===== src/rtl/hilo_div_if.sv =====
// Command/result bundle between the pipeline and the HI/LO + divider unit.
interface hilo_div_if #(
    parameter int unsigned WIDTH = 32
);
    logic             start;
    logic [2:0]       op;
    logic [WIDTH-1:0] a;
    logic [WIDTH-1:0] b;
    logic [WIDTH-1:0] alu_hi;
    logic [WIDTH-1:0] alu_lo;
    logic [WIDTH-1:0] hi;
    logic [WIDTH-1:0] lo;
    logic             busy;
    logic             done;

    modport master (
        output start, op, a, b, alu_hi, alu_lo,
        input  hi, lo, busy, done
    );

    modport slave (
        input  start, op, a, b, alu_hi, alu_lo,
        output hi, lo, busy, done
    );
endinterface


===== src/rtl/hilo_div_unit.sv =====
// Architectural HI/LO pair: multiply capture, mthi/mtlo, and a restoring
// iterative divider (div/divu) that takes WIDTH steps plus one sign-fix cycle.
module hilo_div_unit #(
    parameter int unsigned WIDTH = 32
) (
    input  logic       clk,
    input  logic       rst,
    hilo_div_if.slave  bus
);
    localparam int unsigned CNT_W = (WIDTH > 1) ? $clog2(WIDTH) : 1;

    localparam logic [2:0] OP_LOAD = 3'b001;
    localparam logic [2:0] OP_DIV  = 3'b010;
    localparam logic [2:0] OP_DIVU = 3'b011;
    localparam logic [2:0] OP_MTHI = 3'b100;
    localparam logic [2:0] OP_MTLO = 3'b101;

    typedef enum logic [1:0] {
        IDLE,
        DIV,
        FIX
    } state_t;

    state_t           state, state_n;
    logic [WIDTH-1:0] hi_q, hi_n;
    logic [WIDTH-1:0] lo_q, lo_n;
    logic [WIDTH-1:0] rem_q, rem_n;
    logic [WIDTH-1:0] quo_q, quo_n;
    logic [WIDTH-1:0] dvsr_q, dvsr_n;
    logic [CNT_W-1:0] cnt_q, cnt_n;
    logic             qneg_q, qneg_n;
    logic             rneg_q, rneg_n;
    logic             busy_q, busy_n;
    logic             done_q, done_n;

    logic             sgn;
    logic [WIDTH-1:0] abs_a;
    logic [WIDTH-1:0] abs_b;
    logic [WIDTH:0]   rem_sh;
    logic [WIDTH:0]   diff;

    // Operand magnitudes; for divu the raw operands pass straight through
    assign sgn   = (bus.op == OP_DIV);
    assign abs_a = (sgn && bus.a[WIDTH-1]) ? WIDTH'(-bus.a) : bus.a;
    assign abs_b = (sgn && bus.b[WIDTH-1]) ? WIDTH'(-bus.b) : bus.b;

    // quo_q doubles as the dividend shift register: its MSB feeds the remainder
    assign rem_sh = {rem_q, quo_q[WIDTH-1]};
    assign diff   = rem_sh - {1'b0, dvsr_q};

    always_ff @(posedge clk or posedge rst) begin
        if (rst) begin
            state  <= IDLE;
            hi_q   <= '0;
            lo_q   <= '0;
            rem_q  <= '0;
            quo_q  <= '0;
            dvsr_q <= '0;
            cnt_q  <= '0;
            qneg_q <= 1'b0;
            rneg_q <= 1'b0;
            busy_q <= 1'b0;
            done_q <= 1'b0;
        end else begin
            state  <= state_n;
            hi_q   <= hi_n;
            lo_q   <= lo_n;
            rem_q  <= rem_n;
            quo_q  <= quo_n;
            dvsr_q <= dvsr_n;
            cnt_q  <= cnt_n;
            qneg_q <= qneg_n;
            rneg_q <= rneg_n;
            busy_q <= busy_n;
            done_q <= done_n;
        end
    end

    always_comb begin
        state_n = state;
        hi_n    = hi_q;
        lo_n    = lo_q;
        rem_n   = rem_q;
        quo_n   = quo_q;
        dvsr_n  = dvsr_q;
        cnt_n   = cnt_q;
        qneg_n  = qneg_q;
        rneg_n  = rneg_q;
        busy_n  = busy_q;
        done_n  = 1'b0;

        unique case (state)
            IDLE: begin
                if (bus.start) begin
                    case (bus.op)
                        OP_LOAD: begin
                            hi_n = bus.alu_hi;
                            lo_n = bus.alu_lo;
                        end
                        OP_MTHI: hi_n = bus.a;
                        OP_MTLO: lo_n = bus.a;
                        OP_DIV, OP_DIVU: begin
                            if (bus.b == '0) begin
                                // Divide by zero resolves immediately, no iteration
                                lo_n   = '1;
                                hi_n   = bus.a;
                                done_n = 1'b1;
                            end else begin
                                rem_n   = '0;
                                quo_n   = abs_a;
                                dvsr_n  = abs_b;
                                qneg_n  = sgn & (bus.a[WIDTH-1] ^ bus.b[WIDTH-1]);
                                rneg_n  = sgn & bus.a[WIDTH-1];
                                cnt_n   = '0;
                                busy_n  = 1'b1;
                                state_n = DIV;
                            end
                        end
                        default: ;
                    endcase
                end
            end
            DIV: begin
                if (diff[WIDTH]) begin
                    rem_n = rem_sh[WIDTH-1:0];
                    quo_n = {quo_q[WIDTH-2:0], 1'b0};
                end else begin
                    rem_n = diff[WIDTH-1:0];
                    quo_n = {quo_q[WIDTH-2:0], 1'b1};
                end
                cnt_n = CNT_W'(cnt_q + 1'b1);
                if (cnt_q == CNT_W'(WIDTH - 1)) begin
                    state_n = FIX;
                end
            end
            FIX: begin
                lo_n    = qneg_q ? WIDTH'(-quo_q) : quo_q;
                hi_n    = rneg_q ? WIDTH'(-rem_q) : rem_q;
                busy_n  = 1'b0;
                done_n  = 1'b1;
                state_n = IDLE;
            end
            default: state_n = IDLE;
        endcase
    end

    assign bus.hi   = hi_q;
    assign bus.lo   = lo_q;
    assign bus.busy = busy_q;
    assign bus.done = done_q;
endmodule


===== src/flat_wrapper.sv =====
// flat-port wrapper written by rule: the top's interface ports become plain ports
module hilo_div_unit_flat 
#(
    parameter int unsigned WIDTH = 32
)
  (clk, rst, bus_start, bus_op, bus_a, bus_b, bus_alu_hi, bus_alu_lo, bus_hi, bus_lo, bus_busy, bus_done);
  hilo_div_if #(.WIDTH(WIDTH)) bus_i ();
  input  logic clk;
  input  logic rst;
  input wire logic [$bits(bus_i.start)-1:0] bus_start;
  input wire logic [$bits(bus_i.op)-1:0] bus_op;
  input wire logic [$bits(bus_i.a)-1:0] bus_a;
  input wire logic [$bits(bus_i.b)-1:0] bus_b;
  input wire logic [$bits(bus_i.alu_hi)-1:0] bus_alu_hi;
  input wire logic [$bits(bus_i.alu_lo)-1:0] bus_alu_lo;
  output wire logic [$bits(bus_i.hi)-1:0] bus_hi;
  output wire logic [$bits(bus_i.lo)-1:0] bus_lo;
  output wire logic [$bits(bus_i.busy)-1:0] bus_busy;
  output wire logic [$bits(bus_i.done)-1:0] bus_done;
  assign bus_i.start = bus_start;
  assign bus_i.op = bus_op;
  assign bus_i.a = bus_a;
  assign bus_i.b = bus_b;
  assign bus_i.alu_hi = bus_alu_hi;
  assign bus_i.alu_lo = bus_alu_lo;
  assign bus_hi = bus_i.hi;
  assign bus_lo = bus_i.lo;
  assign bus_busy = bus_i.busy;
  assign bus_done = bus_i.done;
  hilo_div_unit #(.WIDTH(WIDTH)) u_core (.clk(clk), .rst(rst), .bus(bus_i));
endmodule

===== config.mk =====
export PLATFORM = sky130hd
export DESIGN_NAME = hilo_div_unit_flat
export DESIGN_NICKNAME = d
export VERILOG_FILES = /design/src/rtl/hilo_div_if.sv /design/src/rtl/hilo_div_unit.sv /design/src/flat_wrapper.sv
export SDC_FILE = /design/constraint.sdc
export NUM_CORES = 1
export LEC_CHECK = 0
export ABC_AREA = 0
export BUFFER_PORTS_ARGS = -buffer_cell sky130_fd_sc_hd__buf_2
export CAP_MARGIN = 20
export CELL_PAD_IN_SITES_DETAIL_PLACEMENT = 0
export CELL_PAD_IN_SITES_GLOBAL_PLACEMENT = 2
export CORE_ASPECT_RATIO = 0.9
export CORE_UTILIZATION = 31
export CTS_BUF_LIST = sky130_fd_sc_hd__clkbuf_4 sky130_fd_sc_hd__clkbuf_8 sky130_fd_sc_hd__clkbuf_16
export DETAILED_ROUTE_END_ITERATION = 10
export PLACE_DENSITY = 0.83
export SKIP_LAST_GASP = 1
export SLEW_MARGIN = 20
export SYNTH_ARGS = -nofsm -noshare
export SYNTH_HDL_FRONTEND = slang
export SYNTH_SLANG_ARGS = --single-unit

===== constraint.sdc =====
create_clock -name clk -period 6.6 [get_ports clk]
set_input_delay 1.32 -clock clk [delete_from_list [all_inputs] [get_ports clk]]
set_output_delay 1.32 -clock clk [all_outputs]
set_load 0.01 [all_outputs]

==> impl_metrics.toml <==
[clock_network]
cts.htree.levels = 4
clockBufferDepth = 2
numCtsBuffers = 17
post_cts_resized = 0
cts_setup_buffers = 0
clkLatencyLatePin_ns = 0.45
cts_tree = "built"
holdBufCountCts = 0
clock-sinks = 171
root_buffer = "clkbuf_16"
clk_pin_slew_ns = 0.07

[yosys]
syn_area_per_cell_sq_um = 8.06
synth_edf_count = 0
ys_seq_elements = 171
synth_nets = 1735
synth-main-ff-cell = "dfrtp_1"
synthCells = 1562
ys_warn_count = 0
ys_seq_area_share_pct = 34.0
synthAdderAreaFrac_pct = 3.94
async_flop_share_pct = 100
synthSimpleGateAreaFrac_pct = 19.3
synth_area_leaders = "dfrtp_1 (34%), xnor2_1 (7.4%), o21ai_0 (6.0%)"
synth-xor-area-share_pct = 10.3
synth_area_leader_cell = "dfrtp_1"
synth_area_sq_um = 12600
synth_most_common_cell = "nand2_1"
synth_top_area_share_pct = 34.0
synthMuxAreaShare_pct = 3.10
ys_types = 72
synth_common_cells = "nand2_1 (192), dfrtp_1 (171), o21ai_0 (150), a21oi_1 (145), nor2_1 (115)"
synth-compound-area-share_pct = 24.3
synth_top_family_by_area = "compound AO/OA/AOI/OAI gates"

[worst_setup_path]
critical_path_class = "in2reg"
reg2reg_from = "u_core.quo_q[31]"
r2r_slack_ns = 2.84
critPathLaunch = "bus_b[0]"
crit_arrival_ns = 4.71
worstSetupEndpointType = "flop"
cp_max_fo = 30
endpoint = "u_core.dvsr_q[1]"
worst_r2r_path_depth = 13
required_ns = 6.96
start_kind = "primary input"
reg2reg_to = "u_core.rem_q[8]"

[die]
die_w_um = 214
die_area_sq_um = 41400
die-height_um = 193
ioPinCount = 200
rows = 69
initial_core_util_pct = 31.7
coreArea_sq_um = 39700

[detailed_routing]
num_vias = 11900
post_drt_wl_per_cell_um = 19.6
wirelength_um = 43900
ant_nets = 0
dr.pass1.iters = 5
drc = 0
via_per_inst = 5.31
first_iter_violations = 961

[grt]
grt.overflow.total = 0
grt_max_degree = 65
grt_pass1_wl_um = 67700
antenna_found_initial = 0
grt_usage_pct = 21.3
grt_pass1_vias = 11300

[hold_path]
hp-class = "reg2reg"

[layout]
final_nets = 1866
final_cells = 2239
layout-drive-gt1-share_pct = 16.9
syn2layout_area_growth_pct = 16.4

[sta]
setup_tns_ns = 0
max_freq_ghz = 0.230
worstMarginPinSlew_ns = 1.02
whs_ns = 0.477
setup_viol = 0
period_share_pct = 65.9
hold_viol = 0
relSlewSlack_pct = 32.2
finClkSkew_ns = 0.0111
final_max_slew_viol_count = 0
period_minus_slack_ns = 4.35
rsz0062_at_grt = "false"

[placed_design]
port_buffers = 199
dpl.hpwl_um = 33600
gp_congestion = 0.894
placed_cells = 2204

[run]
drv_cap = 0

[pwr]
p_leak_nw = 6.42
irDropWorstVdd_mv = 0.263
p_per_area_nw_per_um2 = 426

[status]
outcome = "finished clean"
==> how the worst min path moves through the flow <==
stage	startpoint	endpoint	slack [ns]	depth (start not counted)
3_3_place_gp	u_core.bus.lo[20]	u_core.bus.lo[20]	0.46	2
5_1_grt	u_core.bus.lo[23]	u_core.bus.lo[23]	0.50	2
3_5_place_dp	u_core.bus.lo[15]	u_core.bus.lo[15]	0.47	2
6_report	u_core.bus.lo[20]	u_core.bus.lo[20]	0.48	2
4_1_cts	u_core.bus.lo[15]	u_core.bus.lo[15]	0.48	2
2_1_floorplan	u_core.dvsr_q[25]	u_core.dvsr_q[25]	0.45	2
==> power breakdown <==
part	switching [mW]	internal (mW)	leakage, nW
Combinational	1.83	1.33	4.04
Clock	0.473	0.630	0.307
Sequential	0.509	1.46	2.07
Total	2.81	3.42	6.42
==> flip-flops by register name (all words and copies together), names as in the netlist, 2 cells and up <==
| register | flops |
|---|---|
| u_core.bus.lo | 32 |
| u_core.quo_q | 32 |
| u_core.bus.hi | 32 |
| u_core.state | 2 |
| u_core.dvsr_q | 32 |
| u_core.rem_q | 32 |
| u_core.cnt_q | 5 |
==> placed cells by master, fill, tap and decap left out, drive strengths merged, types with 3 or more instances in the layout <==
cell / instances
buf: 214
nand2: 192
dfrtp: 171
o21ai: 168
a21oi: 145
nor2: 116
xnor2: 106
nor3: 78
inv: 57
xor2: 42
mux2i: 39
ha: 38
o22ai: 30
o31ai: 29
nand3: 26
a21o: 20
clkbuf: 20
or3: 19
nand2b: 18
o41ai: 16
a211oi: 14
o311ai: 14
a22oi: 11
or4: 11
nor2b: 10
and2: 9
a31oi: 9
nand4: 8
and3: 7
o21a: 7
a32oi: 6
clkinv: 6
nor4: 5
or2: 5
o32ai: 4
a21boi: 4
o211ai: 3
a222oi: 3
bufinv: 3
==> final cells by class <==
cell class / count / area (sq um)
Multi-Input combinational cell: 1234 / 7730
Antenna cell: 1 / 2.50
Timing Repair Buffer: 214 / 1140
Clock inverter: 12 / 160
Tap cell: 532 / 666
Sequential cell: 171 / 4280
Clock buffer: 20 / 467
Fill cell: 4199 / 25100
Inverter: 55 / 211
==> metrics by stage <==
| stage | total power [mW] | area [sq um] | worst slack (ns) | utilization [%] |
|---|---|---|---|---|
| 4_1_cts | 6.23 | 14600 | 2.04 | 36.8 |
| 2_1_floorplan | 4.18 | 12600 | 0.648 | - |
| 3_5_place_dp | 5.12 | 14000 | 1.58 | 35.2 |
| 6_report | 6.24 | 14700 | 2.25 | 36.9 |
| 5_1_grt | 6.75 | 14600 | 2.06 | 36.9 |
| 3_3_place_gp | 5.09 | 14000 | 1.72 | 35.2 |
==> critical path: stages <==
cell and delay (ns):
buf_2 0.10, inv_1 0.06, ha_1 0.22, nor2b_1 0.15
and4_1 0.18, nand4_2 0.14, or3_1 0.32, and2_1 0.56
nand2_1 0.49, nor2_4 0.69, buf_16 0.23, nor2_1 0.06
a31oi_1 0.15
==> cells by family (layout without fill, tap and decap cells) <==
logic type / Yosys count / count (layout)
fa+ha+maj: 39 / 39
other cells: 0 / 1
flops: 171 / 171
xor+xnor: 148 / 148
simple gates: 510 / 510
compound gates: 498 / 498
mux: 39 / 39
buf+inv: 157 / 301
==> metal layers <==
| layer | routed length [um] | vias to the layer above | global-route usage, % |
|---|---|---|---|
| met5 | 0 | - | 0 |
| li1 | - | 5847 | - |
| met1 | 20600 | 5600 | 29.7 |
| met3 | 2790 | 53 | 3.67 |
| met2 | 19200 | 395 | 33.3 |
| met4 | 1380 | 0 | 7.36 |
No activity file was read; power rests on OpenSTA's default activity.
